==> src/rtl/seg7_pkg.sv <==
// Shared seven-segment definitions: segment bit order, the sixteen hex glyphs
// and the scan-reader FSM state type.
package seg7_pkg;

   localparam int SEG_DP_IDX = 7;
   localparam int SEG_A_IDX  = 6;

   // {a,b,c,d,e,f,g}, a in bit 6
   localparam logic [6:0] GLYPH_0 = 7'h7E;
   localparam logic [6:0] GLYPH_1 = 7'h30;
   localparam logic [6:0] GLYPH_2 = 7'h6D;
   localparam logic [6:0] GLYPH_3 = 7'h79;
   localparam logic [6:0] GLYPH_4 = 7'h33;
   localparam logic [6:0] GLYPH_5 = 7'h5B;
   localparam logic [6:0] GLYPH_6 = 7'h5F;
   localparam logic [6:0] GLYPH_7 = 7'h70;
   localparam logic [6:0] GLYPH_8 = 7'h7F;
   localparam logic [6:0] GLYPH_9 = 7'h7B;
   localparam logic [6:0] GLYPH_A = 7'h77;
   localparam logic [6:0] GLYPH_B = 7'h1F;
   localparam logic [6:0] GLYPH_C = 7'h4E;
   localparam logic [6:0] GLYPH_D = 7'h3D;
   localparam logic [6:0] GLYPH_E = 7'h4F;
   localparam logic [6:0] GLYPH_F = 7'h47;

   typedef enum logic {
      SETTLE = 1'b0,
      HOLD   = 1'b1
   } scan_state_t;

endpackage

==> src/rtl/seg7_pattern_decode.sv <==
// Combinational inverse of the hex glyph table: a 7-segment pattern maps back
// to its hex value; anything that is not one of the sixteen glyphs is invalid.
module seg7_pattern_decode
   import seg7_pkg::*;
(
   input  logic [6:0] i_pattern,
   output logic [3:0] o_value,
   output logic       o_valid
);

   always_comb begin
      // NOTE: both outputs get a default before the case so no path can infer a latch.
      o_value = 4'h0;
      o_valid = 1'b1;
      case (i_pattern)
         GLYPH_0: o_value = 4'h0;
         GLYPH_1: o_value = 4'h1;
         GLYPH_2: o_value = 4'h2;
         GLYPH_3: o_value = 4'h3;
         GLYPH_4: o_value = 4'h4;
         GLYPH_5: o_value = 4'h5;
         GLYPH_6: o_value = 4'h6;
         GLYPH_7: o_value = 4'h7;
         GLYPH_8: o_value = 4'h8;
         GLYPH_9: o_value = 4'h9;
         GLYPH_A: o_value = 4'hA;
         GLYPH_B: o_value = 4'hB;
         GLYPH_C: o_value = 4'hC;
         GLYPH_D: o_value = 4'hD;
         GLYPH_E: o_value = 4'hE;
         GLYPH_F: o_value = 4'hF;
         default: o_valid = 1'b0;
      endcase
   end

endmodule

==> src/rtl/seg7_scan_reader.sv <==
// Watches a multiplexed 7-segment bus, captures each settled dwell once, and
// publishes a coherent frame of decoded digits when every digit has been seen.
module seg7_scan_reader
   import seg7_pkg::*;
#(
   parameter int DIGITS     = 4,
   parameter int STABLE_CYC = 4
) (
   input  logic                  clk,
   input  logic                  rst,
   input  logic [DIGITS-1:0]     dig_en,
   input  logic [7:0]            seg_in,
   output logic [4*DIGITS-1:0]   digits_out,
   output logic [DIGITS-1:0]     dp_out,
   output logic [DIGITS-1:0]     err_out,
   output logic                  frame_valid,
   output logic                  onehot_err
);

   localparam int              CNT_W   = $clog2(STABLE_CYC);
   localparam logic [CNT_W-1:0] CNT_MAX = CNT_W'(STABLE_CYC - 1);

   logic [DIGITS-1:0]   r_en;
   logic [7:0]          r_seg;
   logic [CNT_W-1:0]    r_cnt;
   scan_state_t         r_state;
   logic [3:0]          r_work_val [DIGITS];
   logic [DIGITS-1:0]   r_work_dp;
   logic [DIGITS-1:0]   r_work_err;
   logic [DIGITS-1:0]   r_seen;
   logic [4*DIGITS-1:0] r_digits;
   logic [DIGITS-1:0]   r_dp;
   logic [DIGITS-1:0]   r_err;
   logic                r_frame_valid;
   logic                r_onehot_err;

   logic [CNT_W-1:0]    w_cnt_next;
   scan_state_t         w_state_next;
   logic                w_same;
   logic                w_capture;
   logic                w_onehot;
   logic                w_write;
   logic                w_frame;
   logic [DIGITS-1:0]   w_seen_next;
   logic [3:0]          w_val;
   logic                w_valid;

   seg7_pattern_decode u_decode (
      .i_pattern (r_seg[SEG_A_IDX:0]),
      .o_value   (w_val),
      .o_valid   (w_valid)
   );

   assign w_same      = ({dig_en, seg_in} == {r_en, r_seg});
   assign w_onehot    = $onehot(r_en);
   assign w_write     = w_capture && w_onehot;
   assign w_seen_next = w_write ? (r_seen | r_en) : r_seen;
   assign w_frame     = w_write && (&w_seen_next);

   always_comb begin
      w_state_next = r_state;
      w_cnt_next   = r_cnt;
      w_capture    = 1'b0;
      if (!w_same) begin
         w_cnt_next = '0;
      end else if (r_cnt != CNT_MAX) begin
         w_cnt_next = r_cnt + CNT_W'(1);
      end
      case (r_state)
         // The held sample has matched for STABLE_CYC registrations: capture it,
         // even if the bus moves on at this very edge.
         SETTLE: if (r_cnt == CNT_MAX) begin
            w_capture = 1'b1;
            if (w_same) w_state_next = HOLD;
         end
         HOLD:   if (!w_same) w_state_next = SETTLE;
      endcase
   end

   always_ff @(posedge clk) begin
      if (rst) begin
         // NOTE: sequential state uses non-blocking assignments so every register samples pre-edge values.
         r_en          <= '0;
         r_seg         <= '0;
         r_cnt         <= '0;
         r_state       <= SETTLE;
         r_seen        <= '0;
         r_digits      <= '0;
         r_dp          <= '0;
         r_err         <= '0;
         r_frame_valid <= 1'b0;
         r_onehot_err  <= 1'b0;
      end else begin
         r_en          <= dig_en;
         r_seg         <= seg_in;
         r_cnt         <= w_cnt_next;
         r_state       <= w_state_next;
         r_seen        <= w_frame ? '0 : w_seen_next;
         r_frame_valid <= w_frame;
         r_onehot_err  <= w_capture && !w_onehot;
         if (w_frame) begin
            // The completing digit is taken straight from the decoder, not the working copy.
            for (int i = 0; i < DIGITS; i++) begin
               r_digits[4*i +: 4] <= r_en[i] ? w_val             : r_work_val[i];
               r_dp[i]            <= r_en[i] ? r_seg[SEG_DP_IDX] : r_work_dp[i];
               r_err[i]           <= r_en[i] ? !w_valid          : r_work_err[i];
            end
         end
      end
   end

   // NOTE: working registers carry no reset; seen is cleared instead, and no
   // frame can publish a digit whose seen bit was not set since the last clear.
   always_ff @(posedge clk) begin
      if (w_write && !rst) begin
         for (int i = 0; i < DIGITS; i++) begin
            if (r_en[i]) begin
               r_work_val[i] <= w_val;
               r_work_dp[i]  <= r_seg[SEG_DP_IDX];
               r_work_err[i] <= !w_valid;
            end
         end
      end
   end

   assign digits_out  = r_digits;
   assign dp_out      = r_dp;
   assign err_out     = r_err;
   assign frame_valid = r_frame_valid;
   assign onehot_err  = r_onehot_err;

endmodule

==> config.mk <==
export PLATFORM = sky130hd
export DESIGN_NAME = seg7_scan_reader
export DESIGN_NICKNAME = d
export VERILOG_FILES = /design/src/rtl/seg7_pkg.sv /design/src/rtl/seg7_pattern_decode.sv /design/src/rtl/seg7_scan_reader.sv
export SDC_FILE = /design/constraint.sdc
export NUM_CORES = 1
export LEC_CHECK = 0
export BUFFER_PORTS_ARGS = -buffer_cell sky130_fd_sc_hd__buf_2
export CORE_MARGIN = 3
export CORE_UTILIZATION = 51
export DETAILED_ROUTE_END_ITERATION = 7
export PLACE_DENSITY = 0.77
export SYNTH_ARGS = -nofsm -noshare
export SYNTH_HDL_FRONTEND = slang
export SYNTH_HIERARCHICAL = 1
export SYNTH_SLANG_ARGS = --single-unit
==> constraint.sdc <==
create_clock -name clk -period 3 [get_ports clk]
set_clock_uncertainty 0.15 [all_clocks]
set_input_delay 0.6 -clock clk [delete_from_list [all_inputs] [get_ports clk]]
set_output_delay 0.6 -clock clk [all_outputs]
set_load 0.02 [all_outputs]
==> summary.txt <==
Die
  – Initial Util: 54.32%
  – Overall die height: 83.75 um
  – I/O pin total: 40
  – Chip Width: 83.75 um
  – Full die area: 7014 um2
  – # rows: 27
  – Core Area: 5675 um2

Detailed routing
  – Final ANT Viol Nets: 0
  – WL/cell: 15.07 um
  – Drt pass-1 iters: 5
  – Via/cell ratio: 5.460
  – DR iter-0 viols: 115
  – DR DRC count: 0
  – Final WL: 6359 um
  – Vias: 2,304

STA
  – Hold slack: 0.3275 ns
  – Min cycle time layout: 2.879 ns
  – Final clock period utilization by the worst path: 95.98%
  – Peak Freq: 347.3 MHz
  – Worst-margin pin slew: 0.5846 ns
  – Slew Viols, Final: 0
  – Max-slew headroom: 60.97%
  – Final Hold Vio Count: 0
  – # setup viols final: 0
  – RSZ-0062 raised after global routing: no

Placed design
  – DP HPWL: 4267 um
  – Placer congestion estimate: 0.8138
  – Area after DPL: 3358 um2
  – Buffers on Ports: 39

Logic synthesis
  – Synthesized flop and latch total: 69
  – Yosys cell types: 44
  – Syn Nets: 322
  – Mapped Cells: 304
  – Synth warn: 6
  – Syn avg cell area: 10.14 um2
  – Register area share after synthesis: 47.40%
  – Synthesized area: 3083 um2

Cells and area
  – Footprint of the multi-input gates: 1431 um2
  – Final Cell Area: 3638 um2
  – Share of cells above drive strength 1: 26.86%
  – # fillers: 470
  – Area Growth Syn to Fin: 18.02%
  – Register area: 1461 um2
  – Post-layout nets: 363
  – Inserted Diodes: 0

Outcome
  – Status: complete, no violations

Global routing
  – Global-route wire length before repair: 10,520 um
  – GRT Total Usage: 18.85%
  – Largest net degree at the start of global routing: 45
  – Number of global-route vias before repair: 2,259
  – Total gr overflow: 0
  – Initial antenna violation count: 0

Setup path
  – Worst Setup Start Kind: register
  – CP max FO: 13
  – Worst EP arrival: 2.95 ns
  – Flop-to-flop setup slack: 0.12 ns
  – Worst EP required: 3.07 ns
  – Critical Path End Type: register
  – Critical Setup Path Class: register to register

Power and ir drop
  – Maximum vdd drop: 0.0003899 V
  – LEAKAGE: 1.664 nW
  – Pwr/cell area: 566.5 nW/um2

CTS
  – Clock Sinks: 69
  – CTS Buffer Depth: 2
  – Clock Latency Late Sink: 0.35 ns
  – CTS tree: built
  – Total CTS buffers: 9
  – H-tree depth: 3
  – Clk slew on worst S/H paths: 0.08 ns
  – CTS Root Cell: clkbuf_8
  – CTS Hold Buffers Added: 0

Hold path
  – Min-Delay Path Class: primary input to register

Run
  – Max_cap viols: 0
state kept, by name, indices dropped and copies added, names as in the netlist:
signal / cells
r_cnt: 2
frame_valid: 1
err_out: 4
digits_out: 16
r_seg: 8
r_work_val: 16
dp_out: 4
onehot_err: 1
r_seen: 4
r_work_err: 4
r_work_dp: 4
r_en: 4
r_state: 1
metrics by stage:
| step | TNS [ns] | utilization (%) | worst slack [ns] | total power [mW] | cells |
|---|---|---|---|---|---|
| floorplan | -0.01567 | - | -0.003135 | 1.064 | 304 |
| global placement | 0 | 59.17 | 0.1577 | 1.092 | 404 |
| detailed placement | 0 | 59.17 | 0.06110 | 1.094 | 404 |
| CTS | 0 | 63.78 | 0.05544 | 2.080 | 420 |
| global route | 0 | 64.11 | 0.002645 | 2.124 | 422 |
| finish | 0 | 64.11 | 0.1205 | 2.061 | 422 |
power by group:
group	internal [mW]	leakage [nW]	switching, mW
sequential	0.940	0.566	0.0224
clock	0.633	0.131	0.353
combinational	0.0510	0.967	0.0613
total	1.62	1.66	0.437
layer usage:
metal | GRT usage (%) | up-vias | part of all wire [%]
li1 | - | 1132 | -
met4 | 7.164 | 0 | 0.79
met2 | 31.89 | 68 | 50
met3 | 6.417 | 7 | 6.0
met5 | 0 | - | 0
met1 | 21.99 | 1097 | 43
Yosys cell counts (all sizes together):
library cell   n  area share, %
and4b          1           0.32
clkbuf        10            1.2
nor2b         14            2.8
edfxtp         8            7.8
o211ai         4           0.97
nand2          6           0.73
or3b           2           0.57
ha             3            1.2
a41oi          1           0.28
fa             1           0.65
nand2b         5            1.0
nand4          5            1.0
or4b           1           0.32
dfxtp         61             40
and3           3           0.65
a21o           1           0.24
nand3b         2           0.49
nor2          34            4.2
o41a           1           0.37
nand3          9            1.5
xnor2          1           0.28
xor2          13            3.7
o2bb2ai        1           0.28
nand4bb        1           0.37
inv           24            2.9
nor4bb         2           0.65
o22ai          4           0.81
buf           11            2.7
nor3           9            1.5
nor4           5            1.5
mux2i         26            8.4
o21ai          4           0.65
and3b          1           0.32
o221a          1           0.37
a211oi        16            6.5
a21oi          7            1.1
nor3b          2           0.49
mux2           4            1.5
layout make-up:
type	count	area share, %
Timing Repair Buffer	51	8.287
Sequential cell	69	40.17
Inverter	24	2.545
Clock inverter	7	3.783
Multi-Input combinational cell	190	39.34
Tap cell	72	2.476
Clock buffer	9	3.404
path summary, 6_finish.rpt:
kind / start / endpoint / cells past startpoint
worst min register to register: r_work_val[1][1]$_DFF_P_ / r_work_val[1][1]$_DFF_P_ / 2
worst max register to register: r_en[0]$_SDFF_PP0_ / dp_out[1]$_SDFFE_PP0P_ / 10
worst min-delay path: seg_in[6] / r_seg[6]$_SDFF_PP0_ / 2
worst max-delay path: r_en[0]$_SDFF_PP0_ / dp_out[1]$_SDFFE_PP0P_ / 10
cells in the final DEF (no fill, tap or decap), types with 2 or more instances in the layout:
cell type  count
a211oi_2      16
a21oi_1        7
and3_1         2
buf_2         39
buf_4         10
bufinv_16      4
clkbuf_8       9
dfxtp_1       61
edfxtp_1       8
inv_1         23
mux2_2         4
mux2i_1       26
nand2_1        6
nand2b_1       5
nand3_1        9
nand3b_1       2
nand4_1        5
nor2_1        33
nor2b_1       14
nor3_1         8
nor3b_1        2
nor4_1         4
nor4bb_1       2
o211ai_1       4
o21ai_0        3
o22ai_1        4
or3b_1         2
xor2_1        13
timing repair:
action | CTS | global route
buffers inserted | 0 | 2
endpoints found under the hold margin | 0 | 0
endpoints found under the setup margin | 0 | 8
resized for setup | 0 | 1
logic make-up (layout without fill, tap and decap cells):
logic type               Yosys count  after routing  synth area share, %
flip-flops                        69             69                47.40
buffers and inverters             45             91                6.818
AND/OR/NAND/NOR                  102            102                18.42
XOR/XNOR                          14             14                3.977
AO/OA/AOI/OAI                     40             40                11.61
adder cells (fa/ha/maj)            4              4                1.867
multiplexers                      30             30                9.903
worst max-delay path: stages (launching register included):
cell and delay [ns]:
dfxtp_1 0.38, inv_4 0.05, fa_1 0.52, inv_1 0.04, ha_2 0.17, ha_4 0.23
or3b_1 0.41, nor4_4 0.29, buf_6 0.24, mux2i_1 0.21, nor2_1 0.05
(Power assumes the default switching activity.)
